**src/rtl/pipeline_hazard_ctrl_pkg.sv**
```systemverilog
// Shared types and constants for the pipeline hazard controller.
package pipeline_hazard_ctrl_pkg;

    localparam int CNT_W = 32;

    typedef enum logic [1:0] {
        ST_RUN      = 2'd0,
        ST_MEM_WAIT = 2'd1,
        ST_MC_BUSY  = 2'd2
    } hz_state_t;

    function automatic logic [CNT_W-1:0] sat_inc(input logic [CNT_W-1:0] v);
        return (&v) ? v : v + CNT_W'(1);
    endfunction

endpackage

```
**src/rtl/pipeline_hazard_ctrl_if.sv**
```systemverilog
// Pipeline-to-hazard-controller signal bundle; master is the pipeline, slave the controller.
interface pipeline_hazard_ctrl_if;
    import pipeline_hazard_ctrl_pkg::*;

    logic [4:0]       id_rs1;
    logic [4:0]       id_rs2;
    logic             id_use_rs1;
    logic             id_use_rs2;
    logic             ex_wb_load;
    logic [4:0]       ex_wb_rd;
    logic             ex_redirect;
    logic             ex_mc_start;
    logic             ex_mc_done;
    logic             mem_req;
    logic             mem_ready;
    logic             pc_en;
    logic             if_id_en;
    logic             id_ex_en;
    logic             ex_mem_en;
    logic             if_id_flush;
    logic             id_ex_flush;
    logic             ex_mem_flush;
    logic [1:0]       hz_state;
    logic [CNT_W-1:0] stall_cycles;
    logic [CNT_W-1:0] flush_count;

    modport master (
        output id_rs1, id_rs2, id_use_rs1, id_use_rs2, ex_wb_load, ex_wb_rd,
               ex_redirect, ex_mc_start, ex_mc_done, mem_req, mem_ready,
        input  pc_en, if_id_en, id_ex_en, ex_mem_en,
               if_id_flush, id_ex_flush, ex_mem_flush,
               hz_state, stall_cycles, flush_count
    );

    modport slave (
        input  id_rs1, id_rs2, id_use_rs1, id_use_rs2, ex_wb_load, ex_wb_rd,
               ex_redirect, ex_mc_start, ex_mc_done, mem_req, mem_ready,
        output pc_en, if_id_en, id_ex_en, ex_mem_en,
               if_id_flush, id_ex_flush, ex_mem_flush,
               hz_state, stall_cycles, flush_count
    );

endinterface

```
**src/rtl/pipeline_hazard_ctrl_load_use_detect.sv**
```systemverilog
// Combinational load-use comparator between the ID sources and the EX load destination.
module load_use_detect (
    input  logic       load,
    input  logic [4:0] rd,
    input  logic [4:0] rs1,
    input  logic [4:0] rs2,
    input  logic       use_rs1,
    input  logic       use_rs2,
    output logic       hazard
);

    // x0 is hardwired zero, so a load targeting it never creates a dependency.
    assign hazard = load && (rd != 5'd0) &&
                    ((use_rs1 && (rs1 == rd)) || (use_rs2 && (rs2 == rd)));

endmodule

```
**src/rtl/pipeline_hazard_ctrl.sv**
```systemverilog
// Hazard controller: per-stage enables/flushes for memory waits, multicycle ops,
// redirects and load-use stalls, plus saturating stall/flush counters.
//
// state       | meaning
// ST_RUN      | normal flow; evaluates new hazards by priority
// ST_MEM_WAIT | data memory busy; pipeline frozen, redirects held in redirect_pending
// ST_MC_BUSY  | multicycle EX op in flight; front end held, bubbles into EX/MEM
module pipeline_hazard_ctrl
    import pipeline_hazard_ctrl_pkg::*;
(
    input  logic                     clk,
    input  logic                     rst_n,
    pipeline_hazard_ctrl_if.slave    hz
);

    hz_state_t        state_q, state_d;
    logic             pend_q, pend_d;
    logic             lu_block_q;
    logic [CNT_W-1:0] stall_cnt, flush_cnt;

    logic lu_hazard, lu_stall, redirect_apply;
    logic pc_en, if_id_en, id_ex_en, ex_mem_en;
    logic if_id_flush, id_ex_flush, ex_mem_flush;

    load_use_detect u_lu (
        .load    (hz.ex_wb_load),
        .rd      (hz.ex_wb_rd),
        .rs1     (hz.id_rs1),
        .rs2     (hz.id_rs2),
        .use_rs1 (hz.id_use_rs1),
        .use_rs2 (hz.id_use_rs2),
        .hazard  (lu_hazard)
    );

    always_comb begin
        state_d        = state_q;
        pend_d         = pend_q;
        lu_stall       = 1'b0;
        redirect_apply = 1'b0;
        pc_en          = 1'b1;
        if_id_en       = 1'b1;
        id_ex_en       = 1'b1;
        ex_mem_en      = 1'b1;
        if_id_flush    = 1'b0;
        id_ex_flush    = 1'b0;
        ex_mem_flush   = 1'b0;

        case (state_q)
            ST_RUN: begin
                if (hz.mem_req && !hz.mem_ready) begin
                    {pc_en, if_id_en, id_ex_en, ex_mem_en} = 4'b0000;
                    state_d = ST_MEM_WAIT;
                    if (hz.ex_redirect) pend_d = 1'b1;
                end else if (hz.ex_redirect) begin
                    if_id_flush    = 1'b1;
                    id_ex_flush    = 1'b1;
                    redirect_apply = 1'b1;
                end else if (hz.ex_mc_start && !hz.ex_mc_done) begin
                    {pc_en, if_id_en, id_ex_en} = 3'b000;
                    ex_mem_flush = 1'b1;
                    state_d      = ST_MC_BUSY;
                end else if (lu_hazard && !lu_block_q) begin
                    // The bubble moves the load on; block a repeat stall next cycle.
                    pc_en       = 1'b0;
                    if_id_en    = 1'b0;
                    id_ex_flush = 1'b1;
                    lu_stall    = 1'b1;
                end
            end
            ST_MEM_WAIT: begin
                if (!hz.mem_ready) begin
                    {pc_en, if_id_en, id_ex_en, ex_mem_en} = 4'b0000;
                    if (hz.ex_redirect) pend_d = 1'b1;
                end else begin
                    state_d = ST_RUN;
                    pend_d  = 1'b0;
                    if (pend_q || hz.ex_redirect) begin
                        if_id_flush    = 1'b1;
                        id_ex_flush    = 1'b1;
                        redirect_apply = 1'b1;
                    end
                end
            end
            ST_MC_BUSY: begin
                if (!hz.ex_mc_done) begin
                    {pc_en, if_id_en, id_ex_en} = 3'b000;
                    ex_mem_flush = 1'b1;
                end else begin
                    state_d = ST_RUN;
                end
            end
            default: begin
                {pc_en, if_id_en, id_ex_en, ex_mem_en} = 4'b0000;
                state_d = ST_RUN;
                pend_d  = 1'b0;
            end
        endcase

        // While in reset the pipeline is held with bubbles in every register.
        if (!rst_n) begin
            {pc_en, if_id_en, id_ex_en, ex_mem_en}   = 4'b0000;
            {if_id_flush, id_ex_flush, ex_mem_flush} = 3'b111;
            redirect_apply = 1'b0;
            lu_stall       = 1'b0;
        end
    end

    always_ff @(posedge clk or negedge rst_n) begin
        if (!rst_n) begin
            state_q    <= ST_RUN;
            pend_q     <= 1'b0;
            lu_block_q <= 1'b0;
            stall_cnt  <= '0;
            flush_cnt  <= '0;
        end else begin
            state_q    <= state_d;
            pend_q     <= pend_d;
            lu_block_q <= lu_stall;
            if (!pc_en)         stall_cnt <= sat_inc(stall_cnt);
            if (redirect_apply) flush_cnt <= sat_inc(flush_cnt);
        end
    end

    assign hz.pc_en        = pc_en;
    assign hz.if_id_en     = if_id_en;
    assign hz.id_ex_en     = id_ex_en;
    assign hz.ex_mem_en    = ex_mem_en;
    assign hz.if_id_flush  = if_id_flush;
    assign hz.id_ex_flush  = id_ex_flush;
    assign hz.ex_mem_flush = ex_mem_flush;
    assign hz.hz_state     = state_q;
    assign hz.stall_cycles = stall_cnt;
    assign hz.flush_count  = flush_cnt;

endmodule

```
**src/flat_wrapper.sv**
```systemverilog
// flat-port wrapper written by rule: the top's interface ports become plain ports
module pipeline_hazard_ctrl_flat import pipeline_hazard_ctrl_pkg::*;
  (clk, rst_n, hz_id_rs1, hz_id_rs2, hz_id_use_rs1, hz_id_use_rs2, hz_ex_wb_load, hz_ex_wb_rd, hz_ex_redirect, hz_ex_mc_start, hz_ex_mc_done, hz_mem_req, hz_mem_ready, hz_pc_en, hz_if_id_en, hz_id_ex_en, hz_ex_mem_en, hz_if_id_flush, hz_id_ex_flush, hz_ex_mem_flush, hz_hz_state, hz_stall_cycles, hz_flush_count);
  pipeline_hazard_ctrl_if hz_i ();
  input  logic clk;
  input  logic rst_n;
  input wire logic [$bits(hz_i.id_rs1)-1:0] hz_id_rs1;
  input wire logic [$bits(hz_i.id_rs2)-1:0] hz_id_rs2;
  input wire logic [$bits(hz_i.id_use_rs1)-1:0] hz_id_use_rs1;
  input wire logic [$bits(hz_i.id_use_rs2)-1:0] hz_id_use_rs2;
  input wire logic [$bits(hz_i.ex_wb_load)-1:0] hz_ex_wb_load;
  input wire logic [$bits(hz_i.ex_wb_rd)-1:0] hz_ex_wb_rd;
  input wire logic [$bits(hz_i.ex_redirect)-1:0] hz_ex_redirect;
  input wire logic [$bits(hz_i.ex_mc_start)-1:0] hz_ex_mc_start;
  input wire logic [$bits(hz_i.ex_mc_done)-1:0] hz_ex_mc_done;
  input wire logic [$bits(hz_i.mem_req)-1:0] hz_mem_req;
  input wire logic [$bits(hz_i.mem_ready)-1:0] hz_mem_ready;
  output wire logic [$bits(hz_i.pc_en)-1:0] hz_pc_en;
  output wire logic [$bits(hz_i.if_id_en)-1:0] hz_if_id_en;
  output wire logic [$bits(hz_i.id_ex_en)-1:0] hz_id_ex_en;
  output wire logic [$bits(hz_i.ex_mem_en)-1:0] hz_ex_mem_en;
  output wire logic [$bits(hz_i.if_id_flush)-1:0] hz_if_id_flush;
  output wire logic [$bits(hz_i.id_ex_flush)-1:0] hz_id_ex_flush;
  output wire logic [$bits(hz_i.ex_mem_flush)-1:0] hz_ex_mem_flush;
  output wire logic [$bits(hz_i.hz_state)-1:0] hz_hz_state;
  output wire logic [$bits(hz_i.stall_cycles)-1:0] hz_stall_cycles;
  output wire logic [$bits(hz_i.flush_count)-1:0] hz_flush_count;
  assign hz_i.id_rs1 = hz_id_rs1;
  assign hz_i.id_rs2 = hz_id_rs2;
  assign hz_i.id_use_rs1 = hz_id_use_rs1;
  assign hz_i.id_use_rs2 = hz_id_use_rs2;
  assign hz_i.ex_wb_load = hz_ex_wb_load;
  assign hz_i.ex_wb_rd = hz_ex_wb_rd;
  assign hz_i.ex_redirect = hz_ex_redirect;
  assign hz_i.ex_mc_start = hz_ex_mc_start;
  assign hz_i.ex_mc_done = hz_ex_mc_done;
  assign hz_i.mem_req = hz_mem_req;
  assign hz_i.mem_ready = hz_mem_ready;
  assign hz_pc_en = hz_i.pc_en;
  assign hz_if_id_en = hz_i.if_id_en;
  assign hz_id_ex_en = hz_i.id_ex_en;
  assign hz_ex_mem_en = hz_i.ex_mem_en;
  assign hz_if_id_flush = hz_i.if_id_flush;
  assign hz_id_ex_flush = hz_i.id_ex_flush;
  assign hz_ex_mem_flush = hz_i.ex_mem_flush;
  assign hz_hz_state = hz_i.hz_state;
  assign hz_stall_cycles = hz_i.stall_cycles;
  assign hz_flush_count = hz_i.flush_count;
  pipeline_hazard_ctrl u_core (.clk(clk), .rst_n(rst_n), .hz(hz_i));
endmodule
```
**config.mk**
```make
export PLATFORM = sky130hd
export DESIGN_NAME = pipeline_hazard_ctrl_flat
export DESIGN_NICKNAME = d
export VERILOG_FILES = /design/src/rtl/pipeline_hazard_ctrl_pkg.sv /design/src/rtl/pipeline_hazard_ctrl_if.sv /design/src/rtl/pipeline_hazard_ctrl_load_use_detect.sv /design/src/rtl/pipeline_hazard_ctrl.sv /design/src/flat_wrapper.sv
export SDC_FILE = /design/constraint.sdc
export NUM_CORES = 1
export LEC_CHECK = 0
export ABC_AREA = 1
export ABC_CLOCK_PERIOD_IN_PS = 2000
export CORE_ASPECT_RATIO = 0.9
export CORE_UTILIZATION = 39
export CTS_CLUSTER_DIAMETER = 40
export DETAILED_ROUTE_END_ITERATION = 8
export GPL_TIMING_DRIVEN = 0
export HOLD_SLACK_MARGIN = 0.1
export PLACE_DENSITY = 0.7
export REMOVE_ABC_BUFFERS = 1
export SYNTH_ARGS = -nofsm -noshare
export SYNTH_HDL_FRONTEND = slang
export SYNTH_SLANG_ARGS = --single-unit
```
**constraint.sdc**
```tcl
create_clock -name clk -period 2 [get_ports clk]
set_clock_uncertainty 0.2 [all_clocks]
set_input_delay 0.3 -clock clk [delete_from_list [all_inputs] [get_ports clk]]
set_output_delay 0.3 -clock clk [all_outputs]
set_load 0.01 [all_outputs]
```
==> results of run 1 <==
[power groups by stage]
stage               logic (mW)  clock network, mW  registers, mW
floorplan                0.507                  0           1.81
global placement          1.11                  0           1.80
detailed placement        1.12                  0           1.80
CTS                       1.34               1.72           1.77
global route              1.55               1.78           1.80
finish                    1.42               1.70           1.77
[stage by stage]
step	std cells	hold WS, ps	setup TNS [ps]
floorplan	696	-196	-11050
global placement	949	294	-372710
detailed placement	950	81.4	-49050
CTS	1004	193	-1290
global route	1012	261	-5800
finish	1012	243	-1420
[cells by family after synthesis]
family / Yosys count
compound gates: 19
fa+ha+maj: 2
buf+inv: 94
xor+xnor: 50
simple gates: 477
flops: 68
[critical path, stage by stage, from the launching register on]
cell	delay, ps
dfrtp_2	440
inv_2	70
nand2_2	60
nor2_4	120
o21ai_2	80
a31oi_4	210
buf_12	140
nand2_8	50
inv_4	60
buf_6	90
[cells in the mapped netlist (2+ instances only)]
master,n,share of area (%)
buf_2,6,0.64
inv_1,65,5.2
ha_1,2,0.54
xnor2_1,9,1.7
inv_2,14,1.1
a21oi_1,2,0.21
nand2_1,280,23
xor2_1,41,7.7
nor3_2,4,0.86
buf_6,3,0.72
nor2_1,91,7.3
o21ai_1,13,1.4
nor3_1,28,3.0
clkbuf_1,2,0.16
nand4_1,8,1.1
buf_4,2,0.32
dfrtp_1,68,36
nand3b_1,5,0.80
nor2_2,2,0.27
nand3_1,53,5.7
nand2_2,2,0.27
[timing repair]
item                       in CTS  in global routing
hold buffers                    6                  0
buffers inserted               28                  7
setup endpoints to repair      71                 72
resized for setup              84                 26
hold endpoints to repair       68                  0
cloned                          4                  1
pin swaps                      12                 10
[how the worst max path moves through the flow]
stage | startpoint | endpoint | slack (ps) | depth (start not counted)
2_1_floorplan | u_core.hz.stall_cycles[0] | u_core.hz.stall_cycles[0] | -310 | 9
3_3_place_gp | rst_n | hz_if_id_en | -3690 | 6
3_5_place_dp | hz_mem_ready | hz_if_id_en | -1140 | 8
4_1_cts | u_core.hz.hz_state[1] | hz_if_id_en | -130 | 9
5_1_grt | u_core.hz.hz_state[1] | hz_pc_en | -220 | 9
6_report | u_core.hz.hz_state[1] | hz_pc_en | -150 | 9
[area by class of cell]
class	instances	area, µm²
repair buffers	139	1390
clock buffers	13	280
inverters	80	315
multi-input cells	553	2900
fillers	1033	4700
well taps	156	195
flip-flops and latches	68	1710
clock inverters	3	42.5
[flip-flops by register name (all words and copies together) (netlist names)]
signal / flops
u_core.pend_q: 1
u_core.hz.stall_cycles: 32
u_core.hz.flush_count: 32
u_core.lu_block_q: 1
u_core.hz.hz_state: 2
[layer usage]
layer  vias up  GRT usage, %
met5         -             0
met4         0          8.26
met2       249          37.2
met1      2397          35.6
met3        18          4.27
li1       2493             -
==> impl_metrics.py, run 1 <==
metrics = {
    "run_status": {
        "status": "finished, violations left",
        "violations": "negative setup slack",
    },
    "power": {
        "seq_power_share_pct": 36.3,
        "p_switching_mw": 1.56,
        "p_clk_share_pct": 34.7,
        "sw_frac_of_total_pct": 31.9,
        "p_leak_nw": 3.15,
        "vdd_drop_max_v": 0.000447,
        "p_comb_share_pct": 29.1,
        "internal_power_mw": 3.33,
        "power_density_nw_per_um2": 717,
        "p_total_mw": 4.90,
    },
    "routing": {
        "dr_wl_met2_mm": 6.56,
        "vias_per_cell": 5.10,
        "drc_errors": 0,
        "vias": 5157,
        "wire_per_inst_um": 14.9,
        "highest_layer": "met4",
        "drt-initial-drc-count": 399,
        "wl_met1_mm": 6.92,
        "routed_wl_mm": 15.0,
        "dr.pass1.iters": 5,
        "met3_wirelength_mm": 1.36,
        "ant_nets": 0,
    },
    "critical_path": {
        "start_kind": "flop",
        "worstPathMaxFanout": 5,
        "reg2reg_depth": 10,
        "arrival_ps": 1650,
        "end_kind": "output pin",
        "rrSetupSlack_ps": -50,
        "path_class": "flop to output pin",
        "r2r-start": "u_core.hz.stall_cycles[0]",
        "r2r-end": "u_core.hz.stall_cycles[28]",
        "required_ps": 1500,
    },
    "synthesis": {
        "yosys.area_share.simple_pct": 42.9,
        "ys_seq_elements": 68,
        "yosysSeqAreaShare_pct": 36.5,
        "synth_area_um2": 4670,
        "synth_area_per_cell_um2": 6.57,
        "synth_edf_count": 0,
        "synth_warnings": 0,
        "synth_ff_type": "dfrtp_1",
        "synth_xor_area_share_pct": 9.38,
        "ys_types": 31,
        "postSynth.asyncResetShare_pct": 100,
        "synth_compound_area_share_pct": 2.33,
        "synth_fa_ha_area_share_pct": 0.536,
        "synth_top_family_by_area": "simple AND/OR/NAND/NOR gates",
        "synthMuxAreaShare_pct": 0,
        "synth_cells": 710,
    },
    "place": {
        "dpl_cell_area_um2": 5760,
        "pre_cts_ws_ps": -1140,
        "dp_hpwl_mm": 9.55,
        "io_buffer_count": 97,
        "gp_congestion": 0.909,
    },
    "timing": {
        "worst_slack_ps": -146,
        "period_minus_slack_ps": 2150,
        "slew_viol_final": 0,
        "setup_viol": 39,
        "hold_viol": 0,
        "post-route-period-util_pct": 107,
        "worst_pin_slew_ps": 490,
        "fmax_mhz": 466,
        "grt_setup_unrepaired": "true",
        "relSlewSlack_pct": 67.1,
    },
    "clocking": {
        "cts_made_buffers": 9,
        "clk_pin_slew_ps": 60,
        "h-tree-depth": 3,
        "ctsLongestPathBuffers": 2,
        "cts-root-buf": "clkbuf_16",
        "insertion_delay_ps": 330,
        "tritoncts": "built",
        "clock_sinks": 68,
    },
    "hold_path": {
        "holdPathEnd": "u_core.lu_block_q",
        "hold_depth": 2,
        "hold_class": "primary input to flop",
        "min-delay-start": "hz_ex_redirect",
    },
    "die": {
        "die_area_um2": 12400,
        "io_pins": 98,
        "die_w_um": 117,
        "initial_core_util_pct": 40.5,
        "die_h_um": 106,
        "num_rows": 37,
        "coreArea_um2": 11500,
    },
    "global_route": {
        "grt_pass1_vias": 4700,
        "grt_first_pass_wirelength_mm": 24.3,
        "antenna_found_initial": 1,
        "grt_overflow": 0,
        "grt_start_max_net_pins": 36,
        "grt_usage_pct": 24.7,
    },
    "finish": {
        "nets": 878,
        "num_antenna_cells": 0,
        "final_area_um2": 6830,
        "layout_common_cells": "nand2_1 (276), nor2_1 (83), clkdlybuf4s50_1 (80)",
        "drive_above_1_share_pct": 15.8,
        "areaGrowthSynthToFinish_pct": 46.3,
        "final_common_cell": "nand2_1",
        "fin_util_pct": 59.2,
    },
    "flow_run": {
        "cap_violations": 0,
    },
}
No activity file was read; power rests on OpenSTA's default activity.
==> run 2, diff against run 1 <==
--- a/config.mk
+++ b/config.mk
@@ -15,6 +15,7 @@
 export HOLD_SLACK_MARGIN = 0.1
 export PLACE_DENSITY = 0.7
 export REMOVE_ABC_BUFFERS = 1
+export SLEW_MARGIN = 10
 export SYNTH_ARGS = -nofsm -noshare
 export SYNTH_HDL_FRONTEND = slang
 export SYNTH_SLANG_ARGS = --single-unit
==> results of run 2 <==
Same layout as run 1: the final DEF is identical, and so are final timing and power.
